## src/rtl/pipeline_divider.sv

```systemverilog
// Multi-cycle restoring divider for the EX stage: DIV/DIVU/REM/REMU with
// pipeline stall generation, one-cycle done pulse and early-out special cases.
module pipeline_divider #(
    parameter int WIDTH = 32
) (
    input  logic             clk,
    input  logic             reset,
    input  logic             start,
    input  logic [1:0]       op,
    input  logic [WIDTH-1:0] a,
    input  logic [WIDTH-1:0] b,
    input  logic             flush,
    output logic             stall_out,
    output logic             done,
    output logic [WIDTH-1:0] result
);

    localparam int CW = $clog2(WIDTH + 1);
    localparam logic [WIDTH-1:0] MOST_NEG = {1'b1, {(WIDTH-1){1'b0}}};

    typedef enum logic [1:0] {IDLE, BUSY, DONE} state_t;

    state_t           state_reg;
    logic [CW-1:0]    count_reg;
    logic [WIDTH:0]   rem_reg;
    logic [WIDTH-1:0] quo_reg;
    logic [WIDTH-1:0] div_reg;
    logic             is_rem_reg;
    logic             neg_q_reg;
    logic             neg_r_reg;
    logic             done_reg;
    logic [WIDTH-1:0] result_reg;

    // Operand decode in IDLE: op[0]=0 selects the signed variants.
    logic             is_signed;
    logic             a_neg;
    logic             b_neg;
    logic [WIDTH-1:0] a_mag;
    logic [WIDTH-1:0] b_mag;
    logic             div_zero;
    logic             overflow;
    logic [WIDTH-1:0] special_result;

    assign is_signed      = ~op[0];
    assign a_neg          = is_signed & a[WIDTH-1];
    assign b_neg          = is_signed & b[WIDTH-1];
    assign a_mag          = a_neg ? -a : a;
    assign b_mag          = b_neg ? -b : b;
    assign div_zero       = (b == '0);
    assign overflow       = is_signed && (a == MOST_NEG) && (b == '1);
    assign special_result = div_zero ? (op[1] ? a : '1) : (op[1] ? '0 : a);

    // One restoring step: shift in next dividend bit, trial-subtract divisor.
    logic [WIDTH:0]   rem_shift;
    logic [WIDTH:0]   diff;
    logic [WIDTH-1:0] q_final;
    logic [WIDTH-1:0] r_final;

    assign rem_shift = {rem_reg[WIDTH-1:0], quo_reg[WIDTH-1]};
    assign diff      = rem_shift - {1'b0, div_reg};
    assign q_final   = neg_q_reg ? -quo_reg : quo_reg;
    assign r_final   = neg_r_reg ? -rem_reg[WIDTH-1:0] : rem_reg[WIDTH-1:0];

    assign stall_out = ((state_reg == IDLE) && start && !flush) || (state_reg == BUSY);
    assign done      = done_reg;
    assign result    = result_reg;

    always_ff @(posedge clk or negedge reset) begin
        if (!reset) begin
            state_reg  <= IDLE;
            count_reg  <= '0;
            rem_reg    <= '0;
            quo_reg    <= '0;
            div_reg    <= '0;
            is_rem_reg <= 1'b0;
            neg_q_reg  <= 1'b0;
            neg_r_reg  <= 1'b0;
            done_reg   <= 1'b0;
            result_reg <= '0;
        end else if (flush) begin
            state_reg <= IDLE;
            count_reg <= '0;
            done_reg  <= 1'b0;
        end else begin
            case (state_reg)
                IDLE: begin
                    done_reg <= 1'b0;
                    if (start) begin
                        if (div_zero || overflow) begin
                            result_reg <= special_result;
                            done_reg   <= 1'b1;
                            state_reg  <= DONE;
                        end else begin
                            rem_reg    <= '0;
                            quo_reg    <= a_mag;
                            div_reg    <= b_mag;
                            is_rem_reg <= op[1];
                            neg_q_reg  <= a_neg ^ b_neg;
                            neg_r_reg  <= a_neg;
                            count_reg  <= CW'(WIDTH);
                            state_reg  <= BUSY;
                        end
                    end
                end
                BUSY: begin
                    // Final BUSY cycle applies the sign correction to the result.
                    if (count_reg == '0) begin
                        result_reg <= is_rem_reg ? r_final : q_final;
                        done_reg   <= 1'b1;
                        state_reg  <= DONE;
                    end else begin
                        if (!diff[WIDTH]) begin
                            rem_reg <= diff;
                        end else begin
                            rem_reg <= rem_shift;
                        end
                        quo_reg   <= {quo_reg[WIDTH-2:0], ~diff[WIDTH]};
                        count_reg <= count_reg - CW'(1);
                    end
                end
                DONE: begin
                    done_reg  <= 1'b0;
                    state_reg <= IDLE;
                end
                default: begin
                    done_reg  <= 1'b0;
                    state_reg <= IDLE;
                end
            endcase
        end
    end

endmodule
```

## config.mk

```make
export PLATFORM = sky130hd
export DESIGN_NAME = pipeline_divider
export DESIGN_NICKNAME = d
export VERILOG_FILES = /design/src/rtl/pipeline_divider.sv
export SDC_FILE = /design/constraint.sdc
export NUM_CORES = 1
export LEC_CHECK = 0
export BUFFER_PORTS_ARGS = -buffer_cell sky130_fd_sc_hd__buf_2
export CAP_MARGIN = 20
export CORE_MARGIN = 2
export CORE_UTILIZATION = 45
export CTS_BUF_LIST = sky130_fd_sc_hd__clkbuf_4 sky130_fd_sc_hd__clkbuf_8 sky130_fd_sc_hd__clkbuf_16
export DETAILED_ROUTE_END_ITERATION = 10
export GPL_TIMING_DRIVEN = 0
export PLACE_DENSITY = 0.66
export SYNTH_ARGS = -nofsm -noshare
export SYNTH_HDL_FRONTEND = slang
export SYNTH_SLANG_ARGS = --single-unit
```

## constraint.sdc

```tcl
create_clock -name clk -period 6.3 [get_ports clk]
set_clock_uncertainty 0.1 [all_clocks]
set_input_delay 0.945 -clock clk [delete_from_list [all_inputs] [get_ports clk]]
set_output_delay 0.945 -clock clk [all_outputs]
set_load 0.005 [all_outputs]
```

==> impl_metrics.ini, run 1 <==
[placed_design]
placed_area_mm2 = 0.0122
gp_congestion = 0.960
io_buffer_count = 103
dp_cells = 1850
dpl_worst_slack_ns = 1.71
place_hpwl_mm = 28.3

[yosys]
synth-compound-area-share_pct = 24.4
yosys_warnings = 0
ys_seq_elements = 140
syn_nets = 1531
syn_inst = 1421
synth_mux_area_share_pct = 2.84
synthAdderAreaFrac_pct = 4.52
yosys.area_share.simple_pct = 21.0
synth_ff_type = dfrtp_1
syn_area_per_cell_um2 = 7.91
synth_area_mm2 = 0.0112
ys_seq_area_share_pct = 31.2
ys_types = 79
synthXorXnorAreaFrac_pct = 10.9
synth_edf_count = 0
synthArstFlopShare_pct = 100
synth_top_family_by_area = compound AO/OA/AOI/OAI gates

[sta]
tightest_slew_ns = 1.07
fmax_mhz = 239
slew-limit-headroom_pct = 27.6
final-hold-violation-count = 0
rsz0062_at_grt = false
setup_viol = 0
setup_ws_ns = 2.12
post-route-period-util_pct = 66.4
post-route-min-period_ns = 4.18
whs_ns = 0.378
drv_slew = 0
tns_ns = 0

[clock_network]
cts_hold_buf = 0
path_clk_slew_ns = 0.06
cts.sinks = 140
cts_setup_buffers = 0
cts_resized = 0
cts_buffer_depth = 2
cts_made_buffers = 17
cts.root.buffer_cell = clkbuf_16
cts_tree = built
h-tree-depth = 4
clk_latency_ns = 0.43

[die]
io_pins = 104
start_util_pct = 46.1
dieHeight_um = 162
num_rows = 57
die_w_um = 162
die-area_mm2 = 0.0263
core_area_mm2 = 0.0244

[grt]
grt_pass1_wl_mm = 57.3
met3_usage_pct = 3.73
top_usage_layer = met2
grt_max_degree = 87
grt_pass1_vias = 10618
gr-total-overflow = 0
met1_usage_pct = 36.7
grt.total_usage_pct = 27.8
antenna_found_initial = 0
grt_util_met2_pct = 46.2

[outcome]
status = finished clean

[worst_setup_path]
cp-start-kind = input port
critPathArrivalTime_ns = 4.35
path_cells = buf_2 -> or4_1 -> nor4_1 -> nand4_1 -> nor2_1 -> nor3_1 -> nor2_2 -> clkbuf_1 -> o21ai_0
critical_path.max_stage_delay_ns = 0.77
crit_path_end_kind = flip-flop
crit_type = input port to flip-flop
slowest_stage = nor4_1
path_max_fanout = 10
cp_data_required_time_ns = 6.47
cp_top_family = simple AND/OR/NAND/NOR gates
path_buf_inv = 2

[flow_run]
cap_violations = 0

[layout]
stdcell_area_mm2 = 0.0128
drive_above_1_share_pct = 11.9
final.fill_count = 2416
layout_commonest_cell = nand2_1
layout.nets = 1655
insertedDiodeCount = 0
final_core_util_pct = 52.4
area_growth_pct = 13.7
layout_common_cells = 182 x nand2_1, 156 x o21ai_0, 140 x dfrtp_1, 121 x nor2_1, 109 x buf_2
stdcell_count = 1881

[routing]
wl_per_cell_um = 19.2
drt-total-wl_mm = 36.2
vias = 11171
vias_per_cell = 5.94
drtIter0Drc = 1041
first_pass_iters = 6
ant_nets = 0
remaining_drc_errors = 0

[power]
peakVddDrop_mv = 0.179
fin_total_pwr_mw = 4.53
pwr_density_cell_mw_per_mm2 = 355
power.leakage_nw = 5.45

[min_path]
hold_path.class = flip-flop to flip-flop
## synth_stat cells, types with 4 or more instances
master	number	area share, %
or4_1	10	0.67
o211ai_1	41	2.7
xnor2_1	77	6.0
o21a_1	4	0.27
inv_1	54	1.8
a211oi_1	9	0.60
and3_1	8	0.45
xor2_1	63	4.9
a21oi_1	101	4.5
o41ai_1	22	1.7
a21o_1	9	0.60
mux2i_1	24	2.1
nor2_1	121	4.0
buf_4	12	0.80
a41oi_1	6	0.47
ha_1	39	4.3
nand2_1	182	6.1
a31oi_1	23	1.3
buf_2	6	0.27
a32oi_1	6	0.47
or3_1	16	0.89
nor3_1	25	1.1
nand2b_1	14	0.78
mux2_2	7	0.70
nand3b_1	6	0.40
nor2b_1	8	0.45
dfrtp_1	140	31
nor4_1	11	0.61
o31ai_1	24	1.6
clkbuf_1	65	2.2
and2_1	10	0.56
o21ai_0	156	6.9
nand4b_1	4	0.31
nand3_1	30	1.3
nand4_1	18	1.0
## power by group
group / total, mW / internal (mW) / switching, mW
combinational: 2.09 / 0.800 / 1.29
sequential: 1.45 / 1.20 / 0.252
clock: 0.998 / 0.598 / 0.400
total: 4.53 / 2.60 / 1.94
## cells by family after synthesis
logic type / count (synthesis)
AOI/OAI and AO/OA: 442
xor gates and xnor gates: 140
and+or+nand+nor: 488
buffers and inverters: 140
DFF: 140
muxes: 31
adders and majority gates: 40
## path summary, 6_finish.rpt
check	from	endpoint	slack, ns	cells past startpoint
worst max register to register	quo_reg[31]	rem_reg[0]	2.19	13
worst min-delay path	result[22]	result[22]	0.38	2
max in group asynchronous	reset	div_reg[22]	4.84	2
worst min register to register	result[22]	result[22]	0.38	2
worst max-delay path	a[24]	quo_reg[24]	2.12	9
min in group asynchronous	reset	result[8]	0.49	1
## tightest hold or removal path, stage by stage (launching register included)
cell and delay (ns):
dfrtp_1 0.34, nand2_1 0.05, nand3_1 0.06
## metal layers
metal,routed length [um],vias to the layer above
met5,0,-
met4,1180,0
met3,2290,73
met2,16900,417
met1,15800,5301
li1,-,5380
## final cells by class
type	count	area, um^2	area share [%]
sequential	140	3500	27.4
buffer	85	373	2.92
timing repair buffer	105	554	4.34
inverter	55	206	1.62
tap	324	405	3.17
multi-input combinational	1141	7160	56.0
clock buffer	19	453	3.55
clock inverter	12	123	0.960
Power figures use the tool's default switching activity.
==> run 2, diff against run 1 <==
--- a/config.mk
+++ b/config.mk
@@ -12,7 +12,7 @@
 export CTS_BUF_LIST = sky130_fd_sc_hd__clkbuf_4 sky130_fd_sc_hd__clkbuf_8 sky130_fd_sc_hd__clkbuf_16
 export DETAILED_ROUTE_END_ITERATION = 10
 export GPL_TIMING_DRIVEN = 0
-export PLACE_DENSITY = 0.66
+export PLACE_DENSITY = 0.69
 export SYNTH_ARGS = -nofsm -noshare
 export SYNTH_HDL_FRONTEND = slang
 export SYNTH_SLANG_ARGS = --single-unit
==> constraint.sdc (replaced) <==
create_clock -name clk -period 3.8 [get_ports clk]
set_clock_uncertainty 0.1 [all_clocks]
set_input_delay 0.57 -clock clk [delete_from_list [all_inputs] [get_ports clk]]
set_output_delay 0.57 -clock clk [all_outputs]
set_load 0.005 [all_outputs]
==> impl_metrics.ini, run 2 (synthesis results as in run 1) <==
[layout]
stdcell_area_mm2 = 0.0129
insertedDiodeCount = 0
layout.nets = 1654
layout_commonest_cell = nand2_1
final.fill_count = 2429
layout_common_cells = 182 x nand2_1, 155 x o21ai_0, 140 x dfrtp_1, 121 x nor2_1, 107 x buf_2
area_growth_pct = 14.5
drive_above_1_share_pct = 12.5
stdcell_count = 1881
final_core_util_pct = 52.8

[outcome]
status = finished clean

[sta]
post-route-period-util_pct = 95.5
tightest_slew_ns = 1.16
final-hold-violation-count = 0
fmax_mhz = 276
drv_slew = 0
setup_ws_ns = 0.171
post-route-min-period_ns = 3.63
setup_viol = 0
slew-limit-headroom_pct = 22.0

[clock_network]
clk_latency_ns = 0.44
cts.root.buffer_cell = clkbuf_16
cts_tree = built
h-tree-depth = 4
cts_buffer_depth = 2
path_clk_slew_ns = 0.06
cts.sinks = 140
cts_made_buffers = 17

[worst_setup_path]
cp_data_required_time_ns = 4.05
path_max_fanout = 10
path_cells = buf_2 -> inv_1 -> ha_1 -> or3b_2 -> nor4b_4 -> nand4_1 -> nor2_1 -> nor3_1 -> nor2_2 -> buf_2 -> buf_4 -> nand2_1 -> o21ai_0
slowest_stage = or3b_2
crit_path_end_kind = flip-flop
cp-start-kind = input port
critPathArrivalTime_ns = 3.88
cp_top_family = simple AND/OR/NAND/NOR gates
path_buf_inv = 4
crit_type = input port to flip-flop
crit_top_cell = buf_2
critical_path.max_stage_delay_ns = 0.52

[die]
core_area_mm2 = 0.0244
start_util_pct = 46.1
num_rows = 57
die-area_mm2 = 0.0263
io_pins = 104
die_w_um = 162
dieHeight_um = 162

[power]
peakVddDrop_mv = 0.319
p_comb_share_pct = 45.5
pwr_density_cell_mw_per_mm2 = 596
p_seq_share_pct = 31.4
p_sw_share_pct = 42.0
power.leakage_nw = 5.49
p_sw_mw = 3.22
p_int_mw = 4.45
clock_power_share_pct = 23.1

[placed_design]
placed_area_mm2 = 0.0122
dpl_worst_slack_ns = -0.388
io_buffer_count = 103
place_hpwl_mm = 27.8
gp_congestion = 0.976
dp_cells = 1849

[grt]
grt_max_degree = 72
grt_pass1_wl_mm = 57.4
antenna_found_initial = 0
gr-total-overflow = 0
grt_pass1_vias = 10607
grt.total_usage_pct = 27.7

[routing]
ant_nets = 0
wl_per_cell_um = 19.1
remaining_drc_errors = 0
first_pass_iters = 6
vias_per_cell = 5.94
drt-total-wl_mm = 36.0
drtIter0Drc = 907
vias = 11166

[flow_run]
cap_violations = 0

[min_path]
hold_path.class = input port to asynchronous set/reset pin
## run 2: power by group through the flow
stage | combinational, mW | clock (mW) | sequential (mW)
2_1_floorplan | 2.38 | 0 | 2.34
5_1_grt | 3.90 | 1.84 | 2.47
4_1_cts | 3.43 | 1.78 | 2.39
3_5_place_dp | 3.41 | 0 | 2.42
6_report | 3.49 | 1.77 | 2.41
3_3_place_gp | 3.35 | 0 | 2.40
## run 2: what timing repair did
item                                    CTS  global route
cloned                                    0             0
pin swaps                                 0             1
buffers inserted                          0             1
endpoints found under the setup margin    4            74
gates resized for setup                   1            15
hold buffers                              0             0
## run 2: cell type report
type	count	area [um^2]	area share [%]
multi-input cells	1141	7200	55.9
flip-flops and latches	140	3500	27.2
repair buffers	105	557	4.33
clock buffers	25	510	3.97
well taps	324	405	3.15
plain buffers	84	378	2.94
inverters	55	206	1.60
clock inverters	7	110	0.856
## run 2: stage by stage
step / setup TNS (ns) / power [mW] / hold slack (ns)
global route: -0.201 / 8.22 / 0.0871
finish: 0 / 7.67 / 0.0340
detailed placement: -31.97 / 5.82 / 0.363
global placement: -24.13 / 5.74 / 0.361
CTS: 0 / 7.60 / 0.0660
floorplan: 0 / 4.72 / 0.174
## run 2: path summary, 6_finish.rpt
kind | startpoint | end | slack, ns | depth (start not counted)
max in group asynchronous | reset | rem_reg[29] | 2.78 | 2
hold / removal | reset | result[6] | 0.03 | 1
setup reg to reg | quo_reg[31] | rem_reg[0] | 0.21 | 13
min in group clk | flush | count_reg[5] | 0.30 | 2
hold reg to reg | result[25] | result[25] | 0.37 | 2
setup / recovery | a[0] | quo_reg[31] | 0.17 | 13
## run 2: routing by layer
layer / share of wire, % / global-route usage [%] / vias to the layer above
met1: 44 / 37.2 / 5255
met5: 0 / 0 / -
met3: 7.1 / 3.93 / 69
met2: 47 / 45.6 / 467
met4: 2.6 / 9.94 / 0
li1: - / - / 5375
